==> config.mk <==
export PLATFORM = sky130hd
export DESIGN_NAME = uart_rx_deser
export DESIGN_NICKNAME = d
export VERILOG_FILES = /design/src/rtl/uart_pkg.sv /design/src/rtl/uart_rx_sync.sv /design/src/rtl/uart_rx_deser.sv
export SDC_FILE = /design/constraint.sdc
export NUM_CORES = 1
export LEC_CHECK = 0
export ABC_CLOCK_PERIOD_IN_PS = 7200
export CAP_MARGIN = 0
export CORE_AREA = 5 5 84 86
export DETAILED_ROUTE_END_ITERATION = 10
export DIE_AREA = 0 0 89 91
export PLACE_DENSITY = 0.85
export SYNTH_ARGS = -nofsm -noshare
export SYNTH_HDL_FRONTEND = slang
export SYNTH_SLANG_ARGS = --single-unit
export TNS_END_PERCENT = 20
==> constraint.sdc <==
create_clock -name clk -period 7.2 [get_ports clk]
set_input_delay 1.08 -clock clk [delete_from_list [all_inputs] [get_ports clk]]
set_output_delay 1.08 -clock clk [all_outputs]
set_load 0.005 [all_outputs]
==> src/rtl/uart_pkg.sv <==
// rtl/uart_pkg.sv - shared UART types and constants for the RX deserialiser and TX serialiser
package uart_pkg;

    localparam int UART_DATA_WIDTH = 8;
    localparam int MIN_BAUD_DIV    = 4;

    typedef enum logic [2:0] {
        IDLE,
        START,
        DATA,
        STOP,
        WAIT_HIGH
    } rx_state_e;

endpackage

==> src/rtl/uart_rx_sync.sv <==
// rtl/uart_rx_sync.sv - two-flop synchroniser, resets to the idle-high line level
module uart_rx_sync #(
    parameter int WIDTH = 1
) (
    input  logic             clk,
    input  logic             rst_n,
    input  logic [WIDTH-1:0] d,
    output logic [WIDTH-1:0] q
);

    logic [WIDTH-1:0] meta;

    always_ff @(posedge clk or negedge rst_n) begin
        if (!rst_n) begin
            meta <= '1;
            q    <= '1;
        end else begin
            meta <= d;
            q    <= meta;
        end
    end

endmodule

==> src/rtl/uart_rx_deser.sv <==
// rtl/uart_rx_deser.sv - oversampling 8N1 receive deserialiser feeding the RX FIFO
module uart_rx_deser
    import uart_pkg::*;
#(
    parameter int DATA_WIDTH = UART_DATA_WIDTH,
    parameter int DIV_WIDTH  = 16
) (
    input  logic                  clk,
    input  logic                  rst_n,
    input  logic                  rx,
    input  logic [DIV_WIDTH-1:0]  baud_div,
    input  logic                  fifo_full,
    input  logic                  err_clr,
    output logic                  w_en,
    output logic [DATA_WIDTH-1:0] data_out,
    output logic                  frame_err,
    output logic                  overrun_err,
    output logic                  busy
);

    localparam int IDX_W = (DATA_WIDTH > 1) ? $clog2(DATA_WIDTH) : 1;

    rx_state_e             state_q;
    rx_state_e             state_d;
    logic                  rx_s;
    logic                  rx_s_d;
    logic [DIV_WIDTH-1:0]  div_q;
    logic [DIV_WIDTH-1:0]  cnt;
    logic [IDX_W-1:0]      bit_idx;
    logic [DATA_WIDTH-1:0] shreg;

    logic div_ok;
    logic fall;
    logic start_hit;
    logic bit_hit;
    logic last_bit;
    logic push;
    logic set_frm;
    logic set_ovr;
    logic shift_en;
    logic cnt_clr;
    logic latch_div;

    uart_rx_sync #(.WIDTH(1)) u_sync (
        .clk   (clk),
        .rst_n (rst_n),
        .d     (rx),
        .q     (rx_s)
    );

    always_ff @(posedge clk or negedge rst_n) begin
        if (!rst_n) begin
            rx_s_d <= 1'b1;
        end else begin
            rx_s_d <= rx_s;
        end
    end

    // Start is sampled half a bit in; data and stop bits one full bit after that.
    assign div_ok    = baud_div >= DIV_WIDTH'(MIN_BAUD_DIV);
    assign fall      = !rx_s && rx_s_d;
    assign start_hit = (state_q == START) && (cnt == ((div_q >> 1) - DIV_WIDTH'(1)));
    assign bit_hit   = ((state_q == DATA) || (state_q == STOP)) && (cnt == (div_q - DIV_WIDTH'(1)));
    assign last_bit  = bit_idx == IDX_W'(DATA_WIDTH - 1);

    always_ff @(posedge clk or negedge rst_n) begin
        if (!rst_n) begin
            state_q <= IDLE;
        end else begin
            state_q <= state_d;
        end
    end

    always_comb begin
        state_d = state_q;
        case (state_q)
            IDLE: begin
                if (fall && div_ok) begin
                    state_d = START;
                end
            end
            START: begin
                if (start_hit) begin
                    state_d = rx_s ? IDLE : DATA;
                end
            end
            DATA: begin
                if (bit_hit && last_bit) begin
                    state_d = STOP;
                end
            end
            STOP: begin
                if (bit_hit) begin
                    state_d = rx_s ? IDLE : WAIT_HIGH;
                end
            end
            WAIT_HIGH: begin
                if (rx_s) begin
                    state_d = IDLE;
                end
            end
            default: state_d = IDLE;
        endcase
    end

    always_comb begin
        busy      = state_q != IDLE;
        push      = (state_q == STOP) && bit_hit && rx_s && !fifo_full;
        set_ovr   = (state_q == STOP) && bit_hit && rx_s && fifo_full;
        set_frm   = (state_q == STOP) && bit_hit && !rx_s;
        shift_en  = (state_q == DATA) && bit_hit;
        cnt_clr   = (state_q == IDLE) || (state_q == WAIT_HIGH) || start_hit || bit_hit;
        latch_div = (state_q == IDLE) && (state_d == START);
    end

    always_ff @(posedge clk or negedge rst_n) begin
        if (!rst_n) begin
            div_q   <= '0;
            cnt     <= '0;
            bit_idx <= '0;
            shreg   <= '0;
        end else begin
            if (latch_div) begin
                div_q <= baud_div;
            end
            if (cnt_clr) begin
                cnt <= '0;
            end else begin
                cnt <= cnt + DIV_WIDTH'(1);
            end
            if (state_q == START) begin
                bit_idx <= '0;
            end else if (shift_en) begin
                bit_idx <= bit_idx + IDX_W'(1);
            end
            // LSB arrives first, so shifting in from the top lands it at bit 0.
            if (shift_en) begin
                shreg <= {rx_s, shreg[DATA_WIDTH-1:1]};
            end
        end
    end

    always_ff @(posedge clk or negedge rst_n) begin
        if (!rst_n) begin
            w_en        <= 1'b0;
            data_out    <= '0;
            frame_err   <= 1'b0;
            overrun_err <= 1'b0;
        end else begin
            w_en <= push;
            if (push) begin
                data_out <= shreg;
            end
            if (set_frm) begin
                frame_err <= 1'b1;
            end else if (err_clr) begin
                frame_err <= 1'b0;
            end
            if (set_ovr) begin
                overrun_err <= 1'b1;
            end else if (err_clr) begin
                overrun_err <= 1'b0;
            end
        end
    end

endmodule

==> flow_summary_export.csv <==
group,metric,value,unit
status,status,"finished, final reports clean",
clock_network,post_cts_buffers,0,
worst_setup_path,worstSetupEndpoint,"state_q[0]$_DFF_PN0_",
routing,detail_route.drc_violations,0,
worst_setup_path,critPathSlowestCell,"or4_1",
timing,worstMarginPinSlew,0.746,ns
timing,fin_tns_setup,0,ns
finish,fin_nets,419,
clock_network,htreeDepth,3,
routing,ant_nets,0,
synth,synthSimpleGateAreaFrac,20.3,%
synth,synth_top_family_by_area,"simple AND/OR/NAND/NOR gates",
clock_network,clk_pin_slew,0.07,ns
timing,finalHoldViolCount,0,
worst_setup_path,r2r_cells,7,
synth,syn_avg_cell_area,10.1,um2
grt,grtUsageTotal,22.8,%
floorplanning,die_area,0.00810,mm2
synth,ys_seq_area_share,39.4,%
routing,viasPerCell,6.32,
synth,syn_area,0.00382,mm2
synth,synthAdderAreaFrac,1.64,%
clock_network,cts.sink_count,60,
synth,syn-num-nets,405,
timing,finalClockSkew,0.00580,ns
routing,routed_wl,8570,um
synth,yosys_warnings,0,
worst_setup_path,crit_buf_inv,0,
floorplanning,rows,29,
worst_setup_path,cp_max_fo,17,
worst_setup_path,cpLargestDelayFamily,"simple AND/OR/NAND/NOR gates",
timing,fin_crit_sh,46.7,%
worst_setup_path,reg2reg_to,"state_q[0]$_DFF_PN0_",
worst_setup_path,critPathMaxStageDelay,0.67,ns
timing,fin_crit,3.36,ns
worst_hold_path,hold_path_class,"reg2reg",
power_and_ir_drop,power.density,153,mW/mm2
routing,vias,3000,
grt,grt_pass1_vias,3000,
routing,firstDrtPassIters,4,
timing,fmax,298,MHz
worst_setup_path,crit_arrival,3.55,ns
worst_setup_path,reg2reg_from,"div_q[3]$_DFFE_PN0P_",
power_and_ir_drop,p_leak,0.00193,uW
synth,synthXorXnorAreaFrac,11.0,%
timing,drv_slew,0,
routing,first_iter_violations,207,
flow_run,drv_cap,0,
grt,grt_pass1_wl,14500,um
floorplanning,ios,33,
worst_setup_path,reg2reg_setup_slack,3.84,ns
worst_setup_path,endpoint_kind,"flop",
clock_network,clockRootBuffer,"clkbuf_8",
finish,areaGrowthSynthToFinish,12.2,%
clock_network,clock_path_buffers,2,
placed_design,hpwl,6210,um
routing,wl_per_cell,18.0,um
timing,holdWs,0.357,ns
clock_network,cts_buffers,9,
placed_design,port_buffers,32,
grt,antenna_found_initial,0,
finish,n_antenna_cell,0,
worst_setup_path,start_kind,"flop",
clock_network,cts_tree,"done",
synth,synthCells,379,
timing,rsz0062_at_grt,"no",
worst_hold_path,min_path_cells,0,
floorplanning,die_height,91,um
worst_setup_path,cp_cell_sequence,"or4_1 -> nor3_1 -> mux2_2 -> o21ai_1 -> nand4b_1 -> o21ai_2 -> o221ai_1",
synth,synth_ff_type,"dfrtp_1",
synth,synth_compound_area_share,11.9,%
grt,globalRouteOverflowTotal,0,
synth,synthMuxAreaShare,10.7,%
clock_network,clk_latency,0.35,ns
worst_setup_path,crit_type,"reg2reg",
grt,grt_start_max_net_pins,61,
synth,synth_edf_count,0,
worst_setup_path,cp.depth,7,
synth,async_flop_share,100,%
finish,drive_gt1_share,16.1,%
timing,finalSetupViolCount,0,
synth,synth_cell_types,66,
placed_design,place_congestion,0.897,
floorplanning,start_util,61.6,%
clock_network,cts_resized,0,
worst_setup_path,crit_start,"div_q[3]$_DFFE_PN0P_",
floorplanning,dieWidth,89,um
clock_network,ctsHoldBuffers,0,
worst_setup_path,required,7.39,ns
floorplanning,core_area,0.00620,mm2
power_and_ir_drop,ir_drop,0.117,mV
synth,ys_ff_latch,60,
timing,slew_headroom,50.3,%
-- cells in the mapped netlist (4+ instances only) --
| cell type | instances | area (um2) |
|---|---|---|
| nor3_1 | 7 | 35.0 |
| buf_2 | 5 | 25.0 |
| o21ai_0 | 4 | 20.0 |
| nand4_1 | 5 | 31.3 |
| xnor2_1 | 21 | 184 |
| nor4_1 | 11 | 68.8 |
| dfrtp_1 | 57 | 1430 |
| nand3b_1 | 5 | 37.5 |
| and3_1 | 8 | 50.1 |
| o211ai_1 | 6 | 45.0 |
| ha_1 | 5 | 62.6 |
| nand2_1 | 20 | 75.1 |
| xor2_1 | 27 | 236 |
| a21oi_1 | 6 | 30.0 |
| inv_1 | 10 | 37.5 |
| a211oi_1 | 16 | 120 |
| nand2b_1 | 5 | 31.3 |
| mux2_2 | 27 | 304 |
| nand3_1 | 14 | 70.1 |
| clkbuf_1 | 18 | 67.6 |
| or4_1 | 6 | 45.0 |
| nor2_1 | 18 | 67.6 |
| mux2_1 | 4 | 45.0 |
-- flip-flops by register name, indices dropped and copies added (netlist names) --
signal / cells
shreg: 8
div_q: 16
frame_err: 1
cnt: 16
u_sync.q: 1
bit_idx: 3
overrun_err: 1
state_q: 3
w_en: 1
u_sync.meta: 1
data_out: 8
rx_s_d: 1
-- cells by family after synthesis --
group | count (synthesis)
AOI/OAI and AO/OA | 61
adders and majority gates | 5
and+or+nand+nor | 127
muxes | 36
DFF | 60
xor gates and xnor gates | 48
buffers and inverters | 42
-- metrics by stage --
step	total power [uW]	worst slack (ns)	utilization [%]	instance area, um2	std cells
after floorplan	347	4.17	-	3820	379
after global placement	366	3.88	66.0	4100	459
after detailed placement	366	3.84	66.0	4100	459
after CTS	662	3.90	69.1	4290	475
after global routing	682	3.56	69.1	4290	475
final	658	3.84	69.1	4290	475
-- where the power goes --
part           switching (uW)  total (uW)  internal (uW)
Clock                     139         299            160
Combinational            9.48        19.7           10.3
Sequential              0.972         340            339
Total                     150         658            508
-- layout by cell type (no fill, tap or decap), types with 6 or more instances in the layout --
master and instances:
nor3_1 7, nor2_1 18, xnor2_1 21, mux2_2 27, clkbuf_8 9, dfrtp_1 57
nor4_1 11, a21oi_1 6, and3_1 8, o211ai_1 6, nand3_1 14, xor2_1 27
nand2_1 20, or4_1 6, inv_1 10, clkdlybuf4s50_1 31, a211oi_1 16
-- worst min-delay path by stage --
stage / from / end / slack, ns
after floorplan: u_sync.meta$_DFF_PN1_ / u_sync.q$_DFF_PN1_ / 0.35
after global placement: u_sync.meta$_DFF_PN1_ / u_sync.q$_DFF_PN1_ / 0.35
after detailed placement: u_sync.meta$_DFF_PN1_ / u_sync.q$_DFF_PN1_ / 0.35
after CTS: u_sync.meta$_DFF_PN1_ / u_sync.q$_DFF_PN1_ / 0.36
after global routing: u_sync.meta$_DFF_PN1_ / u_sync.q$_DFF_PN1_ / 0.36
final: u_sync.meta$_DFF_PN1_ / u_sync.q$_DFF_PN1_ / 0.36
-- layout make-up --
cell class              instances  area [um2]
clock inverters                 6        63.8
repair buffers                 34         330
well taps                      77        96.3
inverters                      11        41.3
clock buffers                  10         128
flip-flops and latches         60        1510
fillers                       472        1920
multi-input cells             277        2120
-- per-layer routing --
| layer | GRT usage, % | up-vias | wire length (um) |
|---|---|---|---|
| met3 | 4.25 | 21 | 421 |
| li1 | - | 1414 | - |
| met2 | 34.7 | 71 | 4110 |
| met5 | 0 | - | 0 |
| met4 | 11.4 | 0 | 214 |
| met1 | 31.0 | 1494 | 3820 |
(Power assumes the default switching activity.)
